===== src/rtl/seq_fsm_array.sv =====
// ---------------------------------------------------------------------------
// seq_fsm_array
//
// Array of CH independent two-flop Mealy controllers that share one clock,
// one synchronous active-low reset and one saturating counter of y rising
// events. Each channel keeps a 2-bit state {q1,q2}:
//   IDLE = 00, ACT = 10, TAIL = 01, ILL = 11 (unreachable, self-recovering).
//
// Parameters
//   CH      - number of channels (>= 1)
//   FALLING - 1: every flop updates on the falling clk edge, 0: rising edge
//   CNT_W   - width of the rise-event counter (>= 2)
//
// Ports
//   clk      in   1        single clock, active edge chosen by FALLING
//   rst_n    in   1        synchronous active-low reset, overrides en/cnt_clr
//   en       in   CH       per-channel update enable (low holds the channel)
//   a        in   CH       per-channel input a
//   b        in   CH       per-channel input b
//   cnt_clr  in   1        synchronous clear of rise_cnt
//   y        out  CH       registered output, channel q1
//   z        out  CH       Mealy output, combinational from state and b
//   state    out  2*CH     {q1,q2} of channel i at bits [2i+1:2i]
//   rise_cnt out  CNT_W    saturating count of y 0->1 events, all channels
// ---------------------------------------------------------------------------
module seq_fsm_array #(
   parameter int CH      = 4,
   parameter bit FALLING = 1'b1,
   parameter int CNT_W   = 8
) (
   input  logic              clk,
   input  logic              rst_n,
   input  logic [CH-1:0]     en,
   input  logic [CH-1:0]     a,
   input  logic [CH-1:0]     b,
   input  logic              cnt_clr,
   output logic [CH-1:0]     y,
   output logic [CH-1:0]     z,
   output logic [2*CH-1:0]   state,
   output logic [CNT_W-1:0]  rise_cnt
);

   typedef enum logic [1:0] {
      IDLE = 2'b00,
      TAIL = 2'b01,
      ACT  = 2'b10,
      ILL  = 2'b11
   } chan_state_t;

   // The sum must hold the old count plus every channel firing at once, so
   // saturation can be detected instead of silently wrapping.
   localparam int SUM_W = CNT_W + $clog2(CH + 1);
   localparam logic [SUM_W-1:0] CNT_MAX = {{(SUM_W-CNT_W){1'b0}}, {CNT_W{1'b1}}};

   logic [2*CH-1:0]  state_q;
   logic [2*CH-1:0]  state_d;
   logic [CNT_W-1:0] rise_cnt_q;
   logic [CNT_W-1:0] cnt_d;
   logic [CH-1:0]    rise_vec;
   logic [SUM_W-1:0] ev_sum;
   logic [SUM_W-1:0] cnt_sum;
   chan_state_t      cur_st;
   chan_state_t      nxt_st;
   logic             d1;

   // Per-channel next state, Mealy z and rise-event detection. A disabled
   // channel keeps its state and reports no event, but z still follows b
   // because it is purely combinational from the held state. The rise event
   // is "q1 about to go 0->1", i.e. q1 low while d1 is high.
   always_comb begin
      state_d  = state_q;
      rise_vec = '0;
      z        = '1;
      y        = '0;
      cur_st   = IDLE;
      nxt_st   = IDLE;
      d1       = 1'b0;
      for (int i = 0; i < CH; i++) begin
         cur_st = chan_state_t'(state_q[2*i +: 2]);
         d1     = a[i] | (b[i] & ~cur_st[0]);
         case (cur_st)
            IDLE:    nxt_st = (a[i] | b[i]) ? ACT : IDLE;
            ACT:     nxt_st = (a[i] | b[i]) ? ACT : TAIL;
            TAIL:    nxt_st = a[i] ? ACT : IDLE;
            ILL:     nxt_st = a[i] ? ACT : TAIL;
            default: nxt_st = IDLE;
         endcase
         z[i] = ~cur_st[1] | (b[i] & ~cur_st[0]);
         y[i] = cur_st[1];
         if (en[i]) begin
            state_d[2*i +: 2] = nxt_st;
            rise_vec[i]       = ~cur_st[1] & d1;
         end
      end
   end

   // Counter update: add the population count of this edge's events and
   // clamp at all-ones. A clear wins over any events in the same cycle.
   always_comb begin
      ev_sum = '0;
      for (int i = 0; i < CH; i++) begin
         ev_sum = ev_sum + SUM_W'(rise_vec[i]);
      end
      cnt_sum = SUM_W'(rise_cnt_q) + ev_sum;
      if (cnt_clr) begin
         cnt_d = '0;
      end else if (cnt_sum > CNT_MAX) begin
         cnt_d = {CNT_W{1'b1}};
      end else begin
         cnt_d = cnt_sum[CNT_W-1:0];
      end
   end

   // State and counter registers. Only one of the two branches exists after
   // elaboration, so every flop in the block sees a single active edge.
   // Reset returns every channel to IDLE and the counter to zero regardless
   // of en and cnt_clr.
   if (FALLING) begin : g_fall
      always_ff @(negedge clk) begin
         if (!rst_n) begin
            state_q    <= '0;
            rise_cnt_q <= '0;
         end else begin
            state_q    <= state_d;
            rise_cnt_q <= cnt_d;
         end
      end
   end else begin : g_rise
      always_ff @(posedge clk) begin
         if (!rst_n) begin
            state_q    <= '0;
            rise_cnt_q <= '0;
         end else begin
            state_q    <= state_d;
            rise_cnt_q <= cnt_d;
         end
      end
   end

   assign state    = state_q;
   assign rise_cnt = rise_cnt_q;

endmodule

===== config.mk =====
export PLATFORM = sky130hd
export DESIGN_NAME = seq_fsm_array
export DESIGN_NICKNAME = d
export VERILOG_FILES = /design/src/rtl/seq_fsm_array.sv
export SDC_FILE = /design/constraint.sdc
export NUM_CORES = 1
export LEC_CHECK = 0
export CAP_MARGIN = 20
export CORE_MARGIN = 10
export CORE_UTILIZATION = 44
export CTS_BUF_LIST = sky130_fd_sc_hd__clkbuf_16
export CTS_CLUSTER_DIAMETER = 60
export DETAILED_ROUTE_END_ITERATION = 8
export GPL_TIMING_DRIVEN = 0
export HOLD_SLACK_MARGIN = 0.12
export PLACE_DENSITY = 0.93
export SLEW_MARGIN = 20
export SYNTH_ARGS = -nofsm -noshare
export SYNTH_HDL_FRONTEND = slang
export SYNTH_SLANG_ARGS = --single-unit

===== constraint.sdc =====
create_clock -name clk -period 4.4 [get_ports clk]
set_input_delay 0.88 -clock clk [delete_from_list [all_inputs] [get_ports clk]]
set_output_delay 0.88 -clock clk [all_outputs]
set_load 0.02 [all_outputs]

==> run metrics, run 1 <==
status finished, violations left; failing checks negative setup slack; worst hold endpoint state[6]; max incr delay on CP 0.57 ns; IO buf count 37; static leakage 0.8695 nW; Clock Pin Slew Worst Setup and Hold Paths 0.03 ns; max cap viols 0; most frequent cells in the layout 28 x inv_1, 18 x dlygate4sd2_1, 15 x buf_4, 15 x dfxtp_1, 8 x nand2_1; most common cell after layout, fill and taps aside inv_1; FF+latch area 321.6 µm²; post-synthesis mux area share 0%; DR vias 1085; Net Count, Synth 129; worst reg-to-reg setup slack 2.05 ns; Root Driver clkbuf_16; clock skew 0.02056 ns; vias per inst 5.319; Max Root-Sink Buffers 2; Crit-path slowest cell fa_1; routed len/inst 17.06 µm; Worst VDD drop 0.2626 mV; hold path start state[6]; Starting Density 46.01%; 1st-pass router iterations 4; Hold Slack 0.5117 ns; Power, Total 0.5329 mW; DIE HEIGHT 65.06 µm; simple-gate share of the synthesized area 28.57%; setup ws final -0.3766 ns; H-tree depth 1; power per cell area 334.6 mW/mm²; fin cells 204; #FFs+latches synth 16; Slew Limit Fails 0; largest family of logic cells by synthesized area simple AND/OR/NAND/NOR gates; post-synthesis cell count 110; # DRC 0; count of cell types in the netlist 26; # diodes 0; Tightest Hold Check Type reg -> reg; Skew-Pair Late Insertion Delay 0.34 ns; Crit. End Element flip-flop; Seq/Total Area, Yosys 35.85%; DP HPWL 2065 µm; placed cells 174; Critical Path RT 2.40 ns; worst flop-to-flop path endpoint rise_cnt[2]; final setup fails 9; number of global-route vias before repair 1144; Synth Area in Compound Gates 17.09%; area of the multi-input gates 574.3 µm²; initial DRC count 58; Setup Crit Path Kind in -> reg; final core utilization 82.02%; die width 65.06 µm; Routed Antenna Nets 0; final hold vios 0; Post-Syn Area 893.4 µm²; grt total ovfl 0; Worst EP arrival 2.77 ns; Adder-Cell Fraction of Synth Area 8.123%; # nets final 197; crit-path cells buf_8 > nand2b_4 > nand2b_4 > nand3_4 > fa_1 > fa_2 > inv_2 > fa_2 > buf_4 > o21bai_1 > a31oi_1; overall die area 0.004233 mm²; share of layout cells above drive strength 1 28.25%; num ports 39; CP startpoint kind input pin; initial antenna violation count 0; YS warnings 0; Slew HR 77.22%; TritonCTS clock tree built; unrepaired setup endpoints after global routing yes; worst slew pin tran 0.3417 ns; pin count of the biggest net entering global routing 10; crit path max fanout 7; FILL cells 115; final WL 3481 µm; first-pass GRT wire length 5382 µm; setup TNS -2.816 ns; FF-to-FF Start state[0]; average cell area after synthesis 8.121 µm²; Synth-to-Final Area Change 78.29%; CTS Hold Bufs 0; GP Congestion 0.7988; WHS Path Cells 2; Global Route Usage Sum 15.49%; Reg2Reg Depth 10; Core ar. 0.001942 mm²; clock buffer count from CTS 3; # rows 16; Post-Synth XOR/XNOR Area 0%; CTS sink count 16
==> cell type report <==
| type | count | share of cell area (%) |
|---|---|---|
| repair buffers | 48 | 27.26 |
| clock buffers | 3 | 4.713 |
| inverters | 13 | 3.064 |
| multi-input cells | 74 | 36.06 |
| plain buffers | 6 | 2.514 |
| flip-flops and latches | 16 | 20.19 |
| clock inverters | 17 | 4.085 |
| well taps | 27 | 2.121 |
==> worst max-delay path by stage <==
stage,from,endpoint,slack [ns]
floorplan,b[2],rise_cnt[4],-0.52
global placement,b[2],rise_cnt[4],-1.15
detailed placement,b[2],rise_cnt[4],-1.24
CTS,b[2],rise_cnt[4],-0.40
global route,b[0],rise_cnt[3],-0.45
finish,b[0],rise_cnt[2],-0.38
==> Yosys cell counts <==
master | count | area, µm²
a21o_1 | 1 | 7.510
nor3_1 | 4 | 20.02
nand2_1 | 9 | 33.78
and4_4 | 1 | 11.26
and4b_1 | 1 | 10.01
ha_1 | 1 | 12.51
o211a_1 | 4 | 40.04
or3_1 | 1 | 6.260
nand3b_1 | 4 | 30.03
nor3_2 | 1 | 10.01
inv_2 | 1 | 3.750
inv_1 | 13 | 48.80
buf_4 | 4 | 30.03
a21oi_1 | 8 | 40.04
nor2_1 | 5 | 18.77
nand3_1 | 9 | 45.04
and3_2 | 1 | 7.510
a31oi_1 | 3 | 18.77
nand4_1 | 1 | 6.260
dfxtp_1 | 16 | 320.3
o21ai_0 | 6 | 30.03
fa_1 | 3 | 60.06
o21bai_1 | 1 | 7.510
buf_2 | 2 | 10.01
a41oi_1 | 1 | 8.760
nand2b_1 | 9 | 56.30
==> cell families after synthesis <==
group / after synthesis
buf+inv: 20
fa+ha+maj: 4
compound gates: 24
flops: 16
simple gates: 46
==> stage by stage <==
| step | worst slack [ns] | area (µm²) |
|---|---|---|
| 5_1_grt | -0.4454 | 1593 |
| 6_report | -0.3766 | 1593 |
| 4_1_cts | -0.3964 | 1545 |
| 3_5_place_dp | -1.235 | 1314 |
| 3_3_place_gp | -1.146 | 1314 |
| 2_1_floorplan | -0.5190 | 909.6 |
==> timing repair <==
action | in CTS | in global routing
setup buffers | 12 | 1
gates resized for setup | 63 | 17
endpoints found under the hold margin | 0 | 0
pin swaps | 7 | 8
endpoints found under the setup margin | 27 | 13
==> critical path: cells and delay by family <==
kind	cells	cell delay [ns]
adders and majority gates	3	1.20
buffers and inverters	3	0.30
AOI/OAI and AO/OA	2	0.22
and+or+nand+nor	3	0.19
==> layer usage <==
layer / track usage (%) / wire length (µm) / vias up
li1: - / - / 512
met1: 15.33 / 1343 / 520
met2: 27.46 / 1829 / 46
met3: 7.732 / 256 / 7
met4: 5.348 / 52 / 0
met5: 0 / 0 / -
==> state kept, by name (all words and copies together) (netlist names) <==
signal / cells
state: 8
rise_cnt: 8
==> power breakdown <==
part           internal [mW]  switching [mW]
logic                 0.0609          0.0654
clock network          0.141           0.104
registers              0.153         0.00811
No activity file was read; power rests on OpenSTA's default activity.
==> run 2: changes to the inputs <==
- SKIP_CTS_REPAIR_TIMING: unset -> 1
==> run metrics, run 2 (synthesis results as in run 1) <==
Synth-to-Final Area Change 80.53% (was 78.29%); clock buffer count from CTS 3 (unchanged); clock skew 0.02139 ns (was 0.02056 ns); num ports 39 (unchanged); final hold vios 0 (unchanged); worst flop-to-flop path endpoint rise_cnt[7] (was rise_cnt[2]); pre-CTS WS -1.235 ns (unchanged); share of layout cells above drive strength 1 22.09% (was 28.25%); WHS Path Cells 2 (unchanged); routed len/inst 18.77 µm (was 17.06 µm); Hold Slack 0.5045 ns (was 0.5117 ns); met1 WL 1377 µm (was 1343 µm); pin count of the biggest net entering global routing 10 (unchanged); hold path start state[4] (was state[6]); Skew-Pair Late Insertion Delay 0.35 ns (was 0.34 ns); vias per inst 5.623 (was 5.319); DP HPWL 2065 µm (unchanged); CP startpoint kind input pin (unchanged); max incr delay on CP 0.48 ns (was 0.57 ns); Tightest Hold Check Type reg -> reg (unchanged); static leakage 1.046 nW (was 0.8695 nW); first-pass GRT wire length 4788 µm (was 5382 µm); die width 65.06 µm (unchanged); Worst VDD drop 0.3574 mV (was 0.2626 mV); unrepaired setup endpoints after global routing yes (unchanged); setup ws final -0.4148 ns (was -0.3766 ns); final setup fails 8 (was 9); # diodes 0 (unchanged); most common cell after layout, fill and taps aside inv_1 (unchanged); # DRC 0 (unchanged); initial antenna violation count 0 (unchanged); crit path max fanout 7 (unchanged); Setup Crit Path Kind in -> reg (unchanged); crit-path cells clkdlybuf4s50_1 > nand2b_1 > nand2b_1 > nand3_1 > fa_2 > inv_2 > fa_2 > and3_4 > nand3_2 > o21ai_1 > nor2_1 (was buf_8 > nand2b_4 > nand2b_4 > nand3_4 > fa_1 > fa_2 > inv_2 > fa_2 > buf_4 > o21bai_1 > a31oi_1); # rows 16 (unchanged); most frequent cells in the layout 28 x inv_1, 24 x dlymetal6s2s_1, 16 x dfxtp_1, 10 x buf_4, 9 x nand2_1 (was 28 x inv_1, 18 x dlygate4sd2_1, 15 x buf_4, 15 x dfxtp_1, 8 x nand2_1); final WL 3736 µm (was 3481 µm); Critical Path RT 2.41 ns (was 2.40 ns); setup TNS -2.665 ns (was -2.816 ns); Starting Density 46.01% (unchanged); Slew Limit Fails 0 (unchanged); overall die area 0.004233 mm² (unchanged); CTS sink count 16 (unchanged); H-tree depth 1 (unchanged); fin area 0.001613 mm² (was 0.001593 mm²); Power, Total 0.5357 mW (was 0.5329 mW); GP Congestion 0.7988 (unchanged); worst hold endpoint state[4] (was state[6]); number of global-route vias before repair 1032 (was 1144); worst reg-to-reg setup slack 1.97 ns (was 2.05 ns); metal2 WL 1918 µm (was 1829 µm); worst slew pin tran 0.4817 ns (was 0.3417 ns); initial DRC count 60 (was 58); dpl cell area 0.001314 mm² (unchanged); Clock Pin Slew Worst Setup and Hold Paths 0.03 ns (about the same); FILL cells 118 (was 115); DIE HEIGHT 65.06 µm (unchanged); Max Root-Sink Buffers 2 (unchanged); top routing layer used met4 (unchanged); failing checks negative setup slack (unchanged); Slew HR 67.89% (was 77.22%); TritonCTS clock tree built (unchanged); Routed Antenna Nets 0 (unchanged); IO buf count 37 (unchanged); Root Driver clkbuf_16 (unchanged); Crit. End Element flip-flop (unchanged); Worst EP arrival 2.83 ns (was 2.77 ns); DR vias 1119 (was 1085); # nets final 192 (was 197); 1st-pass router iterations 5 (was 4); DR WL met3 381 µm (was 256 µm); Global Route Usage Sum 13.82% (was 15.49%); FF-to-FF Start state[0] (unchanged); grt total ovfl 0 (unchanged); status finished, violations left (unchanged); max cap viols 0 (unchanged); Core ar. 0.001942 mm² (unchanged); Reg2Reg Depth 10 (unchanged); Crit-path slowest cell clkdlybuf4s50_1 (was fa_1); power per cell area 332.2 mW/mm² (was 334.6 mW/mm²)
## run 2: changes by cell type in the layout (fill, tap and decap cells not counted), moves of 2 or more
cell            previous run  this run
dlymetal6s2s_1             4        24
dlygate4sd2_1             18         0
buf_4                     15        10
buf_2                      4         2
## run 2: worst max path at each step
stage	start	endpoint	slack, ns
2_1_floorplan	b[2]	rise_cnt[4]	-0.52
3_3_place_gp	b[2]	rise_cnt[4]	-1.15
3_5_place_dp	b[2]	rise_cnt[4]	-1.24
4_1_cts	b[2]	rise_cnt[4]	-0.93
5_1_grt	b[0]	rise_cnt[3]	-0.50
6_report	b[3]	rise_cnt[4]	-0.41
## run 2: final cells by class
cell class / instances / area [µm²] / share of cell area, %
Timing Repair Buffer: 43 / 478.0 / 29.64
Inverter: 13 / 48.80 / 3.026
Tap cell: 27 / 33.78 / 2.095
Buffer: 6 / 40.04 / 2.483
Sequential cell: 16 / 320.3 / 19.86
Clock buffer: 3 / 75.07 / 4.655
Clock inverter: 17 / 65.06 / 4.034
Multi-Input combinational cell: 74 / 551.8 / 34.21
## run 2: critical path, delay by kind of cell
family,cells,cell delay [ns]
and+or+nand+nor,6,0.65
adders and majority gates,2,0.63
buffers and inverters,2,0.57
AOI/OAI and AO/OA,1,0.09
## run 2: where the power goes
part	switching [mW]	internal, mW
sequential	0.00824	0.153
clock	0.108	0.141
combinational	0.0640	0.0608
total	0.180	0.356
## run 2: stage by stage
| stage | instances | utilization, % |
|---|---|---|
| 2_1_floorplan | 110 | - |
| 3_3_place_gp | 174 | 67.65 |
| 3_5_place_dp | 174 | 67.65 |
| 4_1_cts | 193 | 74.68 |
| 5_1_grt | 199 | 83.05 |
| 6_report | 199 | 83.05 |
## run 2: per-layer routing
| metal | vias up | track usage, % |
|---|---|---|
| met5 | - | 0 |
| met4 | 0 | 4.278 |
| met3 | 7 | 7.732 |
| met2 | 67 | 24.26 |
| met1 | 546 | 13.56 |
| li1 | 499 | - |
